**config.mk**
```make
export PLATFORM = sky130hd
export DESIGN_NAME = sa_matmul_sequencer
export DESIGN_NICKNAME = d
export VERILOG_FILES = /design/src/rtl/sa_pkg.sv /design/src/rtl/sa_skew_lane.sv /design/src/rtl/sa_matmul_sequencer.sv
export SDC_FILE = /design/constraint.sdc
export NUM_CORES = 1
export LEC_CHECK = 0
export BUFFER_PORTS_ARGS = -buffer_cell sky130_fd_sc_hd__buf_2
export CORE_ASPECT_RATIO = 2
export CORE_MARGIN = 2
export CORE_UTILIZATION = 54
export DETAILED_ROUTE_END_ITERATION = 8
export PLACE_DENSITY = 0.84
export SLEW_MARGIN = 20
export SYNTH_ARGS = -nofsm -noshare
export SYNTH_HDL_FRONTEND = slang
export SYNTH_SLANG_ARGS = --single-unit
export TNS_END_PERCENT = 50
```
**constraint.sdc**
```tcl
create_clock -name CLK -period 7.4 [get_ports CLK]
set_input_delay 1.85 -clock CLK [delete_from_list [all_inputs] [get_ports CLK]]
set_output_delay 1.85 -clock CLK [all_outputs]
set_load 0.1 [all_outputs]
```
**src/rtl/sa_pkg.sv**
```systemverilog
// Shared types and latency constants for the systolic-array matmul sequencer.
// The command FSM uses SEQ_TOTAL_CYCLES for its interrupt timeout.
package sa_pkg;

    localparam int unsigned SA_N  = 8;
    localparam int unsigned SA_IW = $clog2(SA_N);
    localparam int unsigned SA_CW = $clog2(3 * SA_N);

    localparam int unsigned SEQ_FEED_CYCLES  = 2 * SA_N - 1;
    localparam int unsigned SEQ_FLUSH_CYCLES = SA_N;
    localparam int unsigned SEQ_TOTAL_CYCLES = 3 * SA_N;

    typedef enum logic [2:0] {
        ST_IDLE  = 3'd0,
        ST_CLEAR = 3'd1,
        ST_FEED  = 3'd2,
        ST_FLUSH = 3'd3,
        ST_DONE  = 3'd4
    } seq_state_e;

endpackage

```
**src/rtl/sa_skew_lane.sv**
```systemverilog
// One lane of the diagonal operand skew: lane LANE sees element t-LANE while
// that index lies inside the row, and is fed zero otherwise.
module sa_skew_lane #(
    parameter int unsigned N    = 8,
    parameter int unsigned IW   = 3,
    parameter int unsigned CW   = 5,
    parameter int unsigned LANE = 0
) (
    input  logic [CW-1:0] t,
    input  logic          in_feed,
    output logic          valid_c,
    output logic [IW-1:0] idx_c
);

    localparam logic signed [CW:0] LANE_S = (CW + 1)'(LANE);
    localparam logic signed [CW:0] LAST_S = (CW + 1)'(N - 1);

    logic signed [CW:0] k;

    // One extra bit keeps t-LANE signed without wrapping.
    always_comb begin
        k       = $signed({1'b0, t}) - LANE_S;
        valid_c = in_feed && !k[CW] && (k <= LAST_S);
        idx_c   = valid_c ? k[IW-1:0] : '0;
    end

endmodule

```
**src/rtl/sa_matmul_sequencer.sv**
```systemverilog
// Sequences one matrix multiply on the NxN systolic array: clear accumulators,
// feed skewed operand indices, flush the pipeline, then hold DONE.
module sa_matmul_sequencer
    import sa_pkg::*;
#(
    parameter int unsigned N  = SA_N,
    parameter int unsigned IW = $clog2(N),
    parameter int unsigned CW = $clog2(3 * N)
) (
    input  logic            CLK,
    input  logic            RST_N,
    input  logic            START,
    output logic            BUSY,
    output logic            DONE,
    output logic            ACC_CLEAR,
    output logic            ACC_EN,
    output logic [N-1:0]    FEED_VALID,
    output logic [N*IW-1:0] FEED_IDX
);

    localparam logic [CW-1:0] FEED_LAST  = CW'(2 * N - 2);
    localparam logic [CW-1:0] FLUSH_LAST = CW'(N - 1);

    seq_state_e        state;
    seq_state_e        state_nxt;
    logic [CW-1:0]     t;
    logic [CW-1:0]     t_nxt;
    logic              feed_nxt_c;
    logic              busy_nxt;
    logic              done_nxt;
    logic              clear_nxt;
    logic              en_nxt;
    logic [N-1:0]      lane_valid_c;
    logic [N*IW-1:0]   lane_idx_c;

    // Next state and phase counter; dropping START aborts any busy phase.
    always_comb begin
        state_nxt = state;
        t_nxt     = t;
        unique case (state)
            ST_IDLE: begin
                t_nxt = '0;
                if (START) state_nxt = ST_CLEAR;
            end
            ST_CLEAR: begin
                t_nxt     = '0;
                state_nxt = START ? ST_FEED : ST_IDLE;
            end
            ST_FEED: begin
                if (!START) begin
                    state_nxt = ST_IDLE;
                    t_nxt     = '0;
                end else if (t == FEED_LAST) begin
                    state_nxt = ST_FLUSH;
                    t_nxt     = '0;
                end else begin
                    t_nxt = t + CW'(1);
                end
            end
            ST_FLUSH: begin
                if (!START) begin
                    state_nxt = ST_IDLE;
                    t_nxt     = '0;
                end else if (t == FLUSH_LAST) begin
                    state_nxt = ST_DONE;
                    t_nxt     = '0;
                end else begin
                    t_nxt = t + CW'(1);
                end
            end
            ST_DONE: begin
                t_nxt = '0;
                if (!START) state_nxt = ST_IDLE;
            end
            default: begin
                state_nxt = ST_IDLE;
                t_nxt     = '0;
            end
        endcase
    end

    // Output decode of the upcoming state so the registered outputs track it.
    always_comb begin
        feed_nxt_c = (state_nxt == ST_FEED);
        busy_nxt   = (state_nxt == ST_CLEAR) || (state_nxt == ST_FEED) || (state_nxt == ST_FLUSH);
        done_nxt   = (state_nxt == ST_DONE);
        clear_nxt  = (state_nxt == ST_CLEAR);
        en_nxt     = (state_nxt == ST_FEED) || (state_nxt == ST_FLUSH);
    end

    for (genvar r = 0; r < N; r++) begin : g_lane
        sa_skew_lane #(
            .N    (N),
            .IW   (IW),
            .CW   (CW),
            .LANE (r)
        ) u_lane (
            .t       (t_nxt),
            .in_feed (feed_nxt_c),
            .valid_c (lane_valid_c[r]),
            .idx_c   (lane_idx_c[r*IW +: IW])
        );
    end

    always_ff @(posedge CLK or negedge RST_N) begin
        if (!RST_N) begin
            state      <= ST_IDLE;
            t          <= '0;
            BUSY       <= 1'b0;
            DONE       <= 1'b0;
            ACC_CLEAR  <= 1'b0;
            ACC_EN     <= 1'b0;
            FEED_VALID <= '0;
            FEED_IDX   <= '0;
        end else begin
            state      <= state_nxt;
            t          <= t_nxt;
            BUSY       <= busy_nxt;
            DONE       <= done_nxt;
            ACC_CLEAR  <= clear_nxt;
            ACC_EN     <= en_nxt;
            FEED_VALID <= lane_valid_c;
            FEED_IDX   <= lane_idx_c;
        end
    end

endmodule

```
==> results of run 1 <==
-- registers in the layout, summed over array words and instances, names as in the netlist --
register and count:
ACC_CLEAR 1, BUSY 1, DONE 1, t 5, FEED_VALID 8, state 3
ACC_EN 1, FEED_IDX 24
-- power by group --
group	total, mW	internal [mW]	switching, mW
clock network	0.146	0.0658	0.0802
registers	0.252	0.245	0.00720
logic	0.0643	0.0140	0.0503
total	0.462	0.325	0.138
-- worst min-delay path by stage --
stage | startpoint | to | cells after the start
detailed placement | state[2]$_DFF_PN0_ | DONE$_DFF_PN0_ | 2
CTS | state[2]$_DFF_PN0_ | DONE$_DFF_PN0_ | 2
floorplan | state[2]$_DFF_PN0_ | DONE$_DFF_PN0_ | 2
global route | state[2]$_DFF_PN0_ | DONE$_DFF_PN0_ | 2
global placement | state[2]$_DFF_PN0_ | DONE$_DFF_PN0_ | 2
finish | state[1]$_DFF_PN0_ | ACC_CLEAR$_DFF_PN0_ | 1
-- per-layer routing --
layer | vias up | global-route usage | part of all wire
met5 | - | 0 | 0
met4 | 0 | 0.0873 | 0.024
met3 | 10 | 0.0354 | 0.044
met2 | 64 | 0.405 | 0.55
met1 | 907 | 0.290 | 0.38
li1 | 893 | - | -
-- cell usage after synthesis, types with 2 or more instances --
cell type,n
o21a_1,2
a21oi_1,14
o31ai_1,2
dfrtp_1,44
nand3_1,4
and3b_2,2
nor2_1,19
inv_1,9
o21ai_0,5
clkbuf_1,3
a211oi_1,5
nand3_2,2
o21ai_2,2
a21boi_0,2
nand2b_1,4
nor4_1,2
xor2_1,5
or2_2,2
a31oi_1,3
a211o_1,2
buf_2,2
xnor2_1,6
nand2_1,12
nor3_1,19
nor2b_1,6
ha_1,13
o211ai_1,2
-- layout make-up --
class / instances / area [um^2] / share of cell area
flip-flops and latches: 44 / 1100 / 0.414
well taps: 54 / 67.6 / 0.0254
inverters: 12 / 48.8 / 0.0183
multi-input cells: 165 / 1170 / 0.438
clock buffers: 5 / 68.8 / 0.0259
repair buffers: 38 / 190 / 0.0715
clock inverters: 3 / 18.8 / 0.00705
-- stage by stage --
stage | total power [mW] | hold WS [ns] | utilization | instances
final | 0.462 | 0.689 | 0.626 | 321
after global routing | 0.487 | 0.746 | 0.626 | 321
after CTS | 0.466 | 0.683 | 0.626 | 321
after global placement | 0.320 | 0.660 | 0.605 | 313
after floorplan | 0.305 | 0.597 | - | 228
after detailed placement | 0.321 | 0.663 | 0.605 | 313
-- cell families (layout without fill, tap and decap cells) --
logic type | count (synthesis) | in the layout
AND/OR/NAND/NOR | 88 | 88
XOR/XNOR | 11 | 11
buffers and inverters | 19 | 58
adder cells (fa/ha/maj) | 13 | 13
AO/OA/AOI/OAI | 52 | 52
flip-flops | 44 | 44
multiplexers | 1 | 1
==> impl_results.md, run 1 <==
* Outcome: completed
* Worst-Margin Slew at roughly 1.1 ns
* Unrepaired setup endpoints after global routing: false
* Clk slew on worst S/H paths at 0.08 ns
* WL final at 5220 um
* Synth area leaders: dfrtp_1, ha_1, nor3_1
* Main synth FF type: dfrtp_1
* Routed WL per cell at approximately 16 um
* Required time of the critical path at around 7.6 ns
* Initial Util at 0.554
* Slowest cell on the critical path: and3b_1
* Post-synth EDFFs at 0
* Post-CTS Setup Inserts at 0
* Final Cell Area at roughly 0.0027 mm^2
* Flop2flop setup slack at between 4 and 5 ns
* Gate Count Post-Synth at 228
* Largest net degree at the start of global routing at 45
* Crit path max fanout at 7
* Num rows at 34
* Final Hold Fails at 0
* R2R Path Start: t[0]$_DFF_PN0_
* Critical Path End: FEED_IDX[23]$_DFF_PN0_
* Crit path buffers/inverters at 2
* Maximum VDD drop at around 130 uV
* Worst setup path start: START
* Syn nets at 244
* Routed Antenna Nets at 0
* Max-Cap Viols at 0
* Slew Viols, Final at 0
* Post-synthesis compound-gate area fraction at 0.164
* Post-Synth Simple-Gate Area at 0.217
* Worst setup margin at 3.32 ns
* TritonCTS Sinks at 44
* Area added between synthesis and finish at 13.0%
* Io pins at 39
* Min cycle time layout at approximately 4.1 ns
* Die width at about 50 um
* First-pass GRT wire length at 8780 um
* Worst hold path type: flip-flop to flip-flop
* Overall routing resource usage at 0.235
* Final GP Congestion at 0.893
* Via-per-instance ratio at 5.84
* Most common cell after layout, fill and taps aside: dfrtp_1
* Critical-path cell list: buf_2, and3b_1, o21a_1, nand2_1, inv_1, ha_1, nand2_1, or3_1, a211oi_1, a32oi_1, nor3_1
* Largest area contributor in the netlist: dfrtp_1
* Seq/Total Area, Yosys at 0.467
* RR Endpoint: FEED_IDX[23]$_DFF_PN0_
* Top delay family on crit path: simple AND/OR/NAND/NOR gates
* Core Region at 0.00425 mm^2
* H-tree Lvls at 2
* Count of cell types in the netlist at 62
* Fraction of layout cells with a size suffix above 1 at 0.247
* Syn avg cell area at around 10 um^2
* Seq cells post-synth at 44
* Most frequent cells in the layout: dfrtp_1, buf_2, nor2_1, nor3_1, a21oi_1
* Inserted Clock Buffers at 5
* Synth Area in XOR/XNOR at 0.0409
* DR iter-0 viols at between 70 and 80
* Initial antenna violation count at 0
* Main combinational cell family by area after synthesis: simple AND/OR/NAND/NOR gates
* Number of global-route vias before repair at around 1800
* CTS Root Cell: clkbuf_8
* Placement-stage cell area at approximately 0.0026 mm^2
* Reg2Reg Depth at 13
* Layout net count at 282
* Antenna Cells at 0
* Final setup viols at 0
* Worst skew pair latency at 0.29 ns
* Yosys top cell area share at 0.467
* CTS Hold Bufs at 0
* Worst EP arrival at about 4.3 ns
* Crit path largest cell delay at 0.37 ns
* CP Capture Type: flip-flop
* Clock skew at around 0.0090 ns
* Post-synthesis mux area share at 0.00425
* CTS tree: done
* Post-CTS Resized at 0
* 1st-pass router iterations at 4
* Clock buffer depth at 2
* Via count at 1874
* DRC violations left at 0
* Max-slew headroom at 0.289
* PwrDens at 174 mW/mm^2
* Synth Cell Area at 0.00236 mm^2
* Static Leak at around 1.3 nW
* FILL cells at 369
* Setup TNS at 0 ns
* Final period util at 0.551
* Peak Freq at 0.245 GHz
* Die area at around 0.0049 mm^2
* Post-synth ARST share at 1.00
* Kind of critical path: input port to flip-flop
* Place WS at between 3 and 4 ns
* Overflow after GRT at 0
* Yosys warnings at 0
* CP most frequent cell: nand2_1
* Startpoint Class: input port
* Synth Area in Adders at 0.0690
* # port buffers at 38
* CP Depth at 11
* Die Y at 97.4 um
* DP Wirelength at around 4000 um
No activity file was read; power rests on OpenSTA's default activity.
==> inputs of run 2 (changes only) <==
==> constraint.sdc (replaced) <==
create_clock -name CLK -period 3.95 [get_ports CLK]
set_input_delay 0.9875 -clock CLK [delete_from_list [all_inputs] [get_ports CLK]]
set_output_delay 0.9875 -clock CLK [all_outputs]
set_load 0.1 [all_outputs]
==> impl_results.md, run 2 (same netlist as run 1, synthesis figures left out) <==
* Peak Freq at 0.295 GHz
* Overall routing resource usage at 0.227 (-0.00840)
* PwrDens at 353 mW/mm^2 (+100%)
* Final Hold Fails at 0 (unchanged)
* Max-slew headroom at 0.287 (-0.00165)
* Setup TNS at 0 ns (unchanged)
* Hold Path Origin: state[2]$_DFF_PN0_
* Startpoint Class: flip-flop
* Grt peak-use layer: met2
* Fraction of layout cells with a size suffix above 1 at 0.250 (+0.00281)
* Largest regs: FEED_IDX (24), FEED_VALID (8), t (5)
* Outcome: completed
* Layout net count at 283 (+0.35%)
* # port buffers at 38 (unchanged)
* RR Endpoint: FEED_IDX[16]$_DFF_PN0_
* Num rows at 34 (unchanged)
* Worst-Margin Slew at 1.06 ns (+0.00246 ns)
* Antenna Cells at 0 (unchanged)
* Finished Core Util at 0.635 (+0.00971)
* H-tree Lvls at 2 (unchanged)
* Min cycle time layout at between 3 and 4 ns
* Kind of critical path: flip-flop to flip-flop
* Biggest register: FEED_IDX
* Worst hold path type: flip-flop to flip-flop
* Required time of the critical path at 4.16 ns (-3.45 ns)
* Static Leak at 1.35 nW (+1.4%)
* Place WS at 0.491 ns (-2.58 ns)
* DRC violations left at 0 (unchanged)
* CTS Root Cell: clkbuf_8
* WHS Path Cells at 2 (+1)
* Via-per-instance ratio at 5.86 (+0.33%)
* Inserted Clock Buffers at 5 (unchanged)
* 1st-pass router iterations at 5 (+1)
* Reg2Reg Depth at 10 (-3)
* WL final at 5270 um (+0.94%)
* Worst skew pair latency at 0.30 ns (about the same)
* R2R Path Start: t[0]$_DFF_PN0_
* Clock buffer depth at 2 (unchanged)
* Flop2flop setup slack at 0.56 ns (-3.47 ns)
* Post-CTS Setup Inserts at 0 (unchanged)
* Final GP Congestion at 0.933 (+4.4%)
* Final Cell Area at 0.00270 mm^2 (+1.6%)
* FILL cells at 364 (-1.4%)
* Die area at 0.00494 mm^2 (unchanged)
* First-pass GRT wire length at 8400 um (-4.2%)
* Placement-stage cell area at 0.00258 mm^2 (+0.29%)
* Core Region at 0.00425 mm^2 (unchanged)
* Final period util at 0.859
* DP Wirelength at 3910 um (-3.1%)
* Largest net degree at the start of global routing at 45 (unchanged)
* Max FFs per register at 24 (unchanged)
* Initial antenna violation count at 0 (unchanged)
* CTS tree: done
* Met1 usage at 0.267 (-0.0224)
* Maximum VDD drop at 283 uV (+130%)
* Hold endpoint: state[2]$_DFF_PN0_
* DR iter-0 viols at 67 (-5.6%)
* Clock skew at 0.00465 ns (-0.00431 ns)
* Crit path max fanout at 8 (+1)
* M2 GR Usage at 0.366 (-0.0385)
* Number of global-route vias before repair at 1758 (-1.8%)
* Most common cell after layout, fill and taps aside: dfrtp_1
* Routed WL per cell at 16.4 um (+0.63%)
* CP Capture Type: flip-flop
* Via count at 1886 (+0.64%)
* Final setup viols at 0 (unchanged)
* Slew Viols, Final at 0 (unchanged)
* Overflow after GRT at 0 (unchanged)
* CTS Hold Bufs at 0 (unchanged)
* Worst setup margin at 0.558 ns (-2.76 ns)
* Max-Cap Viols at 0 (unchanged)
* Die width at 50.7 um (unchanged)
* Most frequent cells in the layout: dfrtp_1, buf_2, nor2_1, nor3_1, a21oi_1
* Area added between synthesis and finish at 14.7%
* Hold WS at 0.672 ns (-0.0171 ns)
* Post-CTS Resized at 0 (unchanged)
* Unrepaired setup endpoints after global routing: false
* Clk slew on worst S/H paths at 0.08 ns (about the same)
* Met3 Usage GRT at 0.0462 (+0.0108)
* TritonCTS Sinks at 44 (unchanged)
* Worst EP arrival at 3.60 ns (-0.69 ns)
* Initial Util at 0.554 (unchanged)
* Die Y at 97.4 um (unchanged)
* Routed Antenna Nets at 0 (unchanged)
* Io pins at 39 (unchanged)
run 2: worst max path at each step:
stage,from,to,slack [ns],cells past startpoint
finish,t[0]$_DFF_PN0_,FEED_IDX[16]$_DFF_PN0_,0.56,10
global route,t[0]$_DFF_PN0_,FEED_IDX[16]$_DFF_PN0_,0.34,10
CTS,t[0]$_DFF_PN0_,FEED_IDX[23]$_DFF_PN0_,0.60,13
detailed placement,START,FEED_IDX[23]$_DFF_PN0_,0.49,12
global placement,START,FEED_IDX[23]$_DFF_PN0_,0.54,11
floorplan,START,FEED_IDX[23]$_DFF_PN0_,0.81,11
run 2: metal layers:
layer,wire length [um],vias to the layer above
met3,249,17
met4,231,0
li1,-,903
met5,0,-
met2,2760,66
met1,2020,900
run 2: power breakdown:
group          internal [mW]  total [mW]  switching, mW
clock                  0.207       0.361          0.154
sequential             0.459       0.472         0.0135
combinational         0.0269       0.121         0.0944
total                  0.692       0.955          0.262
run 2: stage by stage:
stage               power (mW)  instances
detailed placement       0.602        314
finish                   0.955        322
global route             0.992        322
global placement         0.601        314
CTS                      0.960        322
floorplan                0.572        228
run 2: critical path, cell delays in order (launching register included):
cell	delay (ns)
dfrtp_1	0.49
inv_1	0.24
ha_1	0.30
nand4b_4	0.21
o21a_1	0.27
nand2_1	0.27
inv_1	0.23
ha_1	0.28
a2111oi_1	0.54
a211oi_2	0.20
a211oi_1	0.27
run 2: layout make-up:
class                      instances  area, um^2  share of cell area
sequential                        44        1100               0.407
clock buffer                       6        82.6              0.0306
clock inverter                     2        38.8              0.0144
timing repair buffer              39         198              0.0731
inverter                          12        48.8              0.0181
multi-input combinational        165        1170               0.431
tap                               54        67.6              0.0250
